<file path="config.mk">
export PLATFORM = sky130hd
export DESIGN_NAME = spi_stream_ctrl
export DESIGN_NICKNAME = d
export VERILOG_FILES = /design/src/rtl/spi_stream_ctrl.sv
export SDC_FILE = /design/constraint.sdc
export NUM_CORES = 1
export LEC_CHECK = 0
export ABC_AREA = 1
export BUFFER_PORTS_ARGS = -buffer_cell sky130_fd_sc_hd__buf_4
export CAP_MARGIN = 20
export CORE_MARGIN = 1
export CORE_UTILIZATION = 47
export CTS_CLUSTER_SIZE = 30
export DETAILED_ROUTE_END_ITERATION = 8
export HOLD_SLACK_MARGIN = 0.03
export PLACE_DENSITY = 0.78
export SLEW_MARGIN = 20
export SYNTH_ARGS = -nofsm -noshare
export SYNTH_HDL_FRONTEND = slang
export SYNTH_SLANG_ARGS = --single-unit
</file>
<file path="constraint.sdc">
create_clock -name spi_clk_in -period 1.77 [get_ports spi_clk_in]
set_clock_uncertainty 0.2 [all_clocks]
set_input_delay 0.0885 -clock spi_clk_in [delete_from_list [all_inputs] [get_ports spi_clk_in]]
set_output_delay 0.0885 -clock spi_clk_in [all_outputs]
set_load 0.05 [all_outputs]
</file>
<file path="src/rtl/spi_stream_ctrl.sv">
// spi_stream_ctrl
//   Upstream sequencer for spi_front. Takes TX words from an AXI-Stream
//   slave, drives spi_begin/spi_wide/data_mosi, waits for spi_busy to rise
//   and fall, then returns the captured data_miso word on an AXI-Stream
//   master. Owns chip select: held low across a multi-word frame and
//   released CS_HOLD cycles after the tlast word finishes.
//
// Parameters
//   CS_SETUP : cycles from spi_cs_n falling to the first spi_begin (>= 1)
//   CS_HOLD  : cycles from last transfer done to spi_cs_n rising   (>= 1)
//
// Ports
//   spi_clk_in        clock (posedge here; spi_front uses the negedge)
//   rst               synchronous active-high reset
//   s_axis_*          TX stream; tuser=1 selects a 32-bit transfer, tlast ends frame
//   m_axis_*          RX stream; 8-bit results are zero-extended
//   spi_cs_n          chip select, active low
//   spi_begin         start request to spi_front
//   spi_wide          1 = 32-bit transfer, 0 = 8-bit
//   data_mosi         word to shift out
//   data_miso         word shifted in by spi_front
//   spi_busy          spi_front transfer in progress

module spi_stream_ctrl #(
    parameter int CS_SETUP = 2,
    parameter int CS_HOLD  = 2
) (
    input  logic        spi_clk_in,
    input  logic        rst,
    input  logic [31:0] s_axis_tdata,
    input  logic        s_axis_tuser,
    input  logic        s_axis_tlast,
    input  logic        s_axis_tvalid,
    output logic        s_axis_tready,
    output logic [31:0] m_axis_tdata,
    output logic        m_axis_tuser,
    output logic        m_axis_tlast,
    output logic        m_axis_tvalid,
    input  logic        m_axis_tready,
    output logic        spi_cs_n,
    output logic        spi_begin,
    output logic        spi_wide,
    output logic [31:0] data_mosi,
    input  logic [31:0] data_miso,
    input  logic        spi_busy
);

    localparam logic [2:0] IDLE     = 3'd0;
    localparam logic [2:0] SETUP    = 3'd1;
    localparam logic [2:0] SEL_WAIT = 3'd2;
    localparam logic [2:0] START    = 3'd3;
    localparam logic [2:0] XFER     = 3'd4;
    localparam logic [2:0] HOLD     = 3'd5;

    logic [2:0] state;
    logic [7:0] count;
    logic       last_q;
    logic       rx_free;
    logic       accept;

    // A new word is only taken when the single RX slot is guaranteed to be
    // empty by the time its result comes back.
    assign rx_free       = !m_axis_tvalid || m_axis_tready;
    assign s_axis_tready = !rst && rx_free && (state == IDLE || state == SEL_WAIT);
    assign accept        = s_axis_tvalid && s_axis_tready;

    always_ff @(posedge spi_clk_in) begin
        if (rst) begin
            state         <= IDLE;
            count         <= '0;
            last_q        <= 1'b0;
            spi_cs_n      <= 1'b1;
            spi_begin     <= 1'b0;
            spi_wide      <= 1'b0;
            data_mosi     <= '0;
            m_axis_tdata  <= '0;
            m_axis_tuser  <= 1'b0;
            m_axis_tlast  <= 1'b0;
            m_axis_tvalid <= 1'b0;
        end else begin
            if (m_axis_tvalid && m_axis_tready) begin
                m_axis_tvalid <= 1'b0;
            end

            // data_mosi/spi_wide double as the TX word latch, so they stay
            // stable from acceptance until the transfer completes.
            if (accept) begin
                data_mosi <= s_axis_tdata;
                spi_wide  <= s_axis_tuser;
                last_q    <= s_axis_tlast;
            end

            case (state)
                IDLE: begin
                    if (accept) begin
                        spi_cs_n <= 1'b0;
                        count    <= 8'(CS_SETUP - 1);
                        state    <= SETUP;
                    end
                end
                SETUP: begin
                    if (count == '0) begin
                        spi_begin <= 1'b1;
                        state     <= START;
                    end else begin
                        count <= count - 8'd1;
                    end
                end
                SEL_WAIT: begin
                    if (accept) begin
                        spi_begin <= 1'b1;
                        state     <= START;
                    end
                end
                START: begin
                    // Drop the request as soon as spi_front acknowledges so it
                    // cannot be seen again when the transfer ends.
                    if (spi_busy) begin
                        spi_begin <= 1'b0;
                        state     <= XFER;
                    end
                end
                XFER: begin
                    if (!spi_busy) begin
                        m_axis_tdata  <= spi_wide ? data_miso : {24'b0, data_miso[7:0]};
                        m_axis_tuser  <= spi_wide;
                        m_axis_tlast  <= last_q;
                        m_axis_tvalid <= 1'b1;
                        if (last_q) begin
                            count <= 8'(CS_HOLD - 1);
                            state <= HOLD;
                        end else begin
                            state <= SEL_WAIT;
                        end
                    end
                end
                HOLD: begin
                    if (count == '0) begin
                        spi_cs_n <= 1'b1;
                        state    <= IDLE;
                    end else begin
                        count <= count - 8'd1;
                    end
                end
                default: begin
                    spi_cs_n  <= 1'b1;
                    spi_begin <= 1'b0;
                    state     <= IDLE;
                end
            endcase
        end
    end

endmodule

</file>
* Word-level counts from Yosys, hierarchy flattened
Index checks and enable logic that the tools add are counted.
Cells by class: bitwise gates (word level) 3, reductions and logical operators 19, add/subtract/negate cells 1, muxes and demuxes 23, equality and inequality tests 13
Operator list (number):
- $mux 32 | 1
- $mux 8 | 4
- $pmux 8 s3 | 1
- $mux 3 | 7
- $pmux 3 s6 | 1
- $ne 2x2->1 const B | 8
- $logic_not 8->1 | 1
- $sub 8x1->8 const B | 1
- $mux 1 | 7
- $eq 3x2->1 const B | 2
- $eq 3x3->1 const B | 2
- $reduce_and 6->1 | 1
- $reduce_and 5->1 | 1
- $logic_and 1x1->1 | 4
- $pmux 1 s4 | 1
- $reduce_and 4->1 | 1
- $reduce_or 4->1 | 1
- $eq 3x1->1 const B | 1
- $logic_not 3->1 | 1
- $not 1->1 | 3
- $pmux 1 s3 | 1
- $reduce_and 3->1 | 1
- $reduce_bool 3->1 | 1
- $reduce_or 3->1 | 1
- 4 further kinds | 6
Word-level totals: output and inout bits 71, logic and storage cells 70, input port bits 71, bits in registers 82

* Logic depth before layout (Yosys ltp)
depth after elaboration 7, mapped depth 10, mapped depth without buffers 10

* Least setup slack after synthesis
Ideal clock, no wire load.
path type register to register, start register m_axis_tvalid, end register data_mosi[10], setup slack 0.019 ns, cell stages (with the launch flop) 7, data required time 1.454 ns, clock period less this slack 1.751 ns, buffers on the path 1, setup time 0.116 ns, arrival time 1.435 ns, cells stage by stage dfxtp_1 nand2_1 nand4_4 clkinv_1 buf_4 nor2_1 nor2_1
On the way: cells in the longest elaborated chain, start to end 5
Ends and longest elaborated chain:
- start: declaration | line 38 | output logic m_axis_tvalid,
- start signal: assignment | line 79 | m_axis_tvalid <= 1'b0;
- start signal: assignment | line 82 | m_axis_tvalid <= 1'b0;
- start signal: assignment | line 128 | m_axis_tvalid <= 1'b1;
- $logic_not 1->1 | line 63 | assign rx_free = !m_axis_tvalid || m_axis_tready;
- $logic_or 1x1->1 | line 63
- $logic_and 1x1->1 (2 in series) | line 64 | assign s_axis_tready = !rst && rx_free && (state == IDLE || state == SEL_WAIT);
- $logic_and 1x1->1 | line 65 | assign accept = s_axis_tvalid && s_axis_tready;
- end signal: assignment | line 88 | data_mosi <= s_axis_tdata;
- end: declaration | line 43 | output logic [31:0] data_mosi,
No other way between the ends. A chain may end at the register's enable or synchronous reset.

* Final worst setup path
start input m_axis_tready, end register data_mosi[15]
On the way: cells in the longest elaborated chain, start to end 4
Ends and longest elaborated chain:
- start: declaration | line 39 | input logic m_axis_tready,
- $logic_or 1x1->1 | line 63
- $logic_and 1x1->1 (2 in series) | line 64
- $logic_and 1x1->1 | line 65
No other way between the ends.

==> summary.md <==
| Metric | Value |
|---|---|
| Initial Utilization | `48.7%` |
| Reg2Reg Setup Slack | `0.06 ns` |
| Outcome | `finished clean` |
| Max-Cap Viols | `0` |
| Pleak | `2.44 nW` |
| Arrival time worst endpoint | `1.78 ns` |
| Hold endpoint | `m_axis_tdata[19]$_SDFFE_PP0P_` |
| Synth top area share | `49.4%` |
| Routability Congestion | `0.871` |
| RR Startpoint | `state[2]$_SDFFE_PP0P_` |
| F_max | `0.575 GHz` |
| Seq/Total Area, Yosys | `49.4%` |
| GR Overflow Total | `0` |
| Total GRT Usage | `28.5%` |
| Slew @ Worst Pin | `0.415 ns` |
| CTS tree | `yes` |
| Number of CTS-inserted buffers | `9` |
| Antenna violations before repair | `0` |
| WHS | `0.0849 ns` |
| HPWL after DPL | `6090 um` |
| Post-synthesis xor/xnor area fraction | `1.05%` |
| DRT iter0 DRCs | `284` |
| Synth cell types | `30` |
| Min Tclk post-route | `1.74 ns` |
| CTS max path bufs | `2` |
| Post-synthesis simple-gate area fraction | `30.1%` |
| Slew HR | `72.3%` |
| Main combinational cell family by area after synthesis | `simple AND/OR/NAND/NOR gates` |
| Synth cell count leaders | `nor2_1 (117), dfxtp_1 (82), nand2_1 (65)` |
| Power Density | `1230 nW/um2` |
| Post-synthesis compound-gate area fraction | `12.2%` |
| Final Setup Violations | `0` |
| EDFF count, synth | `0` |
| Num ports | `142` |
| WL per Instance | `14.2 um` |
| Mapped Area | `3330 um2` |
| Crit. Startpoint | `m_axis_tready` |
| Die area | `7420 um2` |
| Htree depth | `3` |
| Post-synthesis cell count | `444` |
| Multiplexer area fraction after synthesis | `0%` |
| Post-synth top area cell | `dfxtp_1` |
| Reg2Reg Depth | `8` |
| Worst setup EP type | `flop` |
| Reg2reg end | `m_axis_tdata[17]$_SDFFE_PP0P_` |
| Crit path kind | `input pin to flop` |
| First-pass GRT wire length | `16700 um` |
| Yosys reg bits | `82` |
| Area contributors post-synth | `dfxtp_1 (49%), nor2_1 (13%), nand2_1 (7.3%), o21ai_0 (6.9%), nand3_1 (5.3%)` |
| DRT Wirelength | `10800 um` |
| Vias per cell | `5.00` |
| Layout cell share with drive strength beyond 1 | `29.6%` |
| Die Height | `86.1 um` |
| Async set-reset flop share out of synthesis | `0%` |
| CP max FO | `10` |
| TritonRoute pass-1 iters | `5` |
| PortBufs | `141` |
| Worst-skew pair later-pin latency | `0.35 ns` |
| Slew Limit Fails | `0` |
| Detail Route Antenna Nets | `0` |
| Count leader, synth | `nor2_1` |
| Beginning of the worst hold path | `rst` |
| CP Launch Type | `input pin` |
| Final core occ | `79.2%` |
| Post-Place Cells | `669` |
| Required time worst endpoint | `1.81 ns` |
| Pin count of the biggest net entering global routing | `50` |
| Design Power | `6.67 mW` |
| Final Cycle Share | `98.2%` |
| Final std cells w/o fill | `755` |
| Adder-Cell Fraction of Synth Area | `0.752%` |
| Synth-to-Final Area Change | `62.8%` |
| Nets | `727` |
| CTS Sinks | `82` |
| Number of synthesis warnings | `0` |
| Number of diodes | `0` |
| Vias in the first global route | `3659` |
| Vias | `3776` |
| Die X | `86.1 um` |
| Root buffer cell | `clkbuf_8` |
| Clock transition at path regs | `0.09 ns` |
| Tightest Hold Check Type | `input pin to flop` |
| Mean Syn Cell Area | `7.49 um2` |
| Final hold vios | `0` |
| Rows | `30` |
| Core Region | `6830 um2` |
| Most used DFF post-synth | `dfxtp_1` |
| Hold-critical path depth | `3` |
| DRC errors left | `0` |
| Peak supply drop | `627 uV` |
| Syn Nets | `517` |
## placed cells by master (no fill, tap or decap), types with 2 or more instances in the layout
cell           instances
o21ai_0               46
dfxtp_1               79
nor3_1                 2
nand3_1               34
nor2_4                 2
a21oi_1               33
nor2_1               112
buf_12                 2
dlygate4sd3_1         68
xor2_1                 3
clkinvlp_4             4
ha_1                   2
clkbuf_8               9
dfxtp_2                3
nand2_1               65
inv_2                  4
nor2_2                 4
buf_4                153
inv_1                 14
inv_6                  2
nor2_8                 2
## worst max path at each step
stage / end / slack [ns] / cells after the start
after global placement: count[2]$_SDFFE_PP0P_ / 0.09 / 7
after detailed placement: state[1]$_SDFFE_PP0P_ / 0.06 / 8
after CTS: last_q$_SDFFE_PP0P_ / 0.006 / 9
after floorplan: data_mosi[10]$_SDFFE_PP0P_ / 0.02 / 6
final: data_mosi[15]$_SDFFE_PP0P_ / 0.03 / 9
after global routing: count[5]$_SDFFE_PP0P_ / -0.03 / 6
## what timing repair did
| item | CTS | global route |
|---|---|---|
| hold endpoints to repair | 67 | 0 |
| setup endpoints to repair | 0 | 42 |
| setup buffers | 0 | 2 |
| gates resized for setup | 0 | 14 |
| hold buffers | 68 | 0 |
## registers in the layout, indices dropped and copies added (netlist names)
register,cells
m_axis_tdata,32
m_axis_tlast,1
spi_cs_n,1
m_axis_tvalid,1
m_axis_tuser,1
spi_begin,1
count,8
spi_wide,1
state,3
data_mosi,32
last_q,1
## power by group
group	switching (mW)	internal [mW]
sequential	0.178	2.10
clock	0.693	0.655
combinational	1.96	1.09
total	2.83	3.84
## final cells by class
class	instances	area, um2
clock buffer	10	128
fill	425	1420
timing repair buffer	223	1870
multi-input combinational	317	1490
sequential	82	1650
inverter	21	90.1
clock inverter	6	66.3
tap	96	120
## metrics by stage
step                      setup TNS, ns  setup slack, ns  area (um2)
after detailed placement              0           0.0590        4480
after global placement                0           0.0931        4480
final                                 0           0.0319        5410
after global routing            -0.0615          -0.0251        5410
after floorplan                       0           0.0189        3330
after CTS                             0          0.00629        5360
## critical path, cell delays in order
cell and delay (ns):
dlygate4sd3_1 0.54, buf_4 0.13, inv_1 0.04, nand2_1 0.13
nand4_4 0.15, clkinvlp_4 0.23, buf_4 0.23, nor2_1 0.14
nor2_1 0.07
## kinds of logic (layout without fill, tap and decap cells)
kind of cell / Yosys count / in the layout
simple gates: 231 / 231
fa+ha+maj: 2 / 2
xor+xnor: 4 / 4
flops: 82 / 82
buf+inv: 45 / 260
compound gates: 80 / 80
## metal layers
layer	vias up	routed length [um]	GRT usage, %
met1	1745	4100	31.0
met5	-	0	0
met4	0	454	15.9
met3	43	594	7.22
li1	1845	-	-
met2	143	5610	50.4
Power figures use the tool's default switching activity.
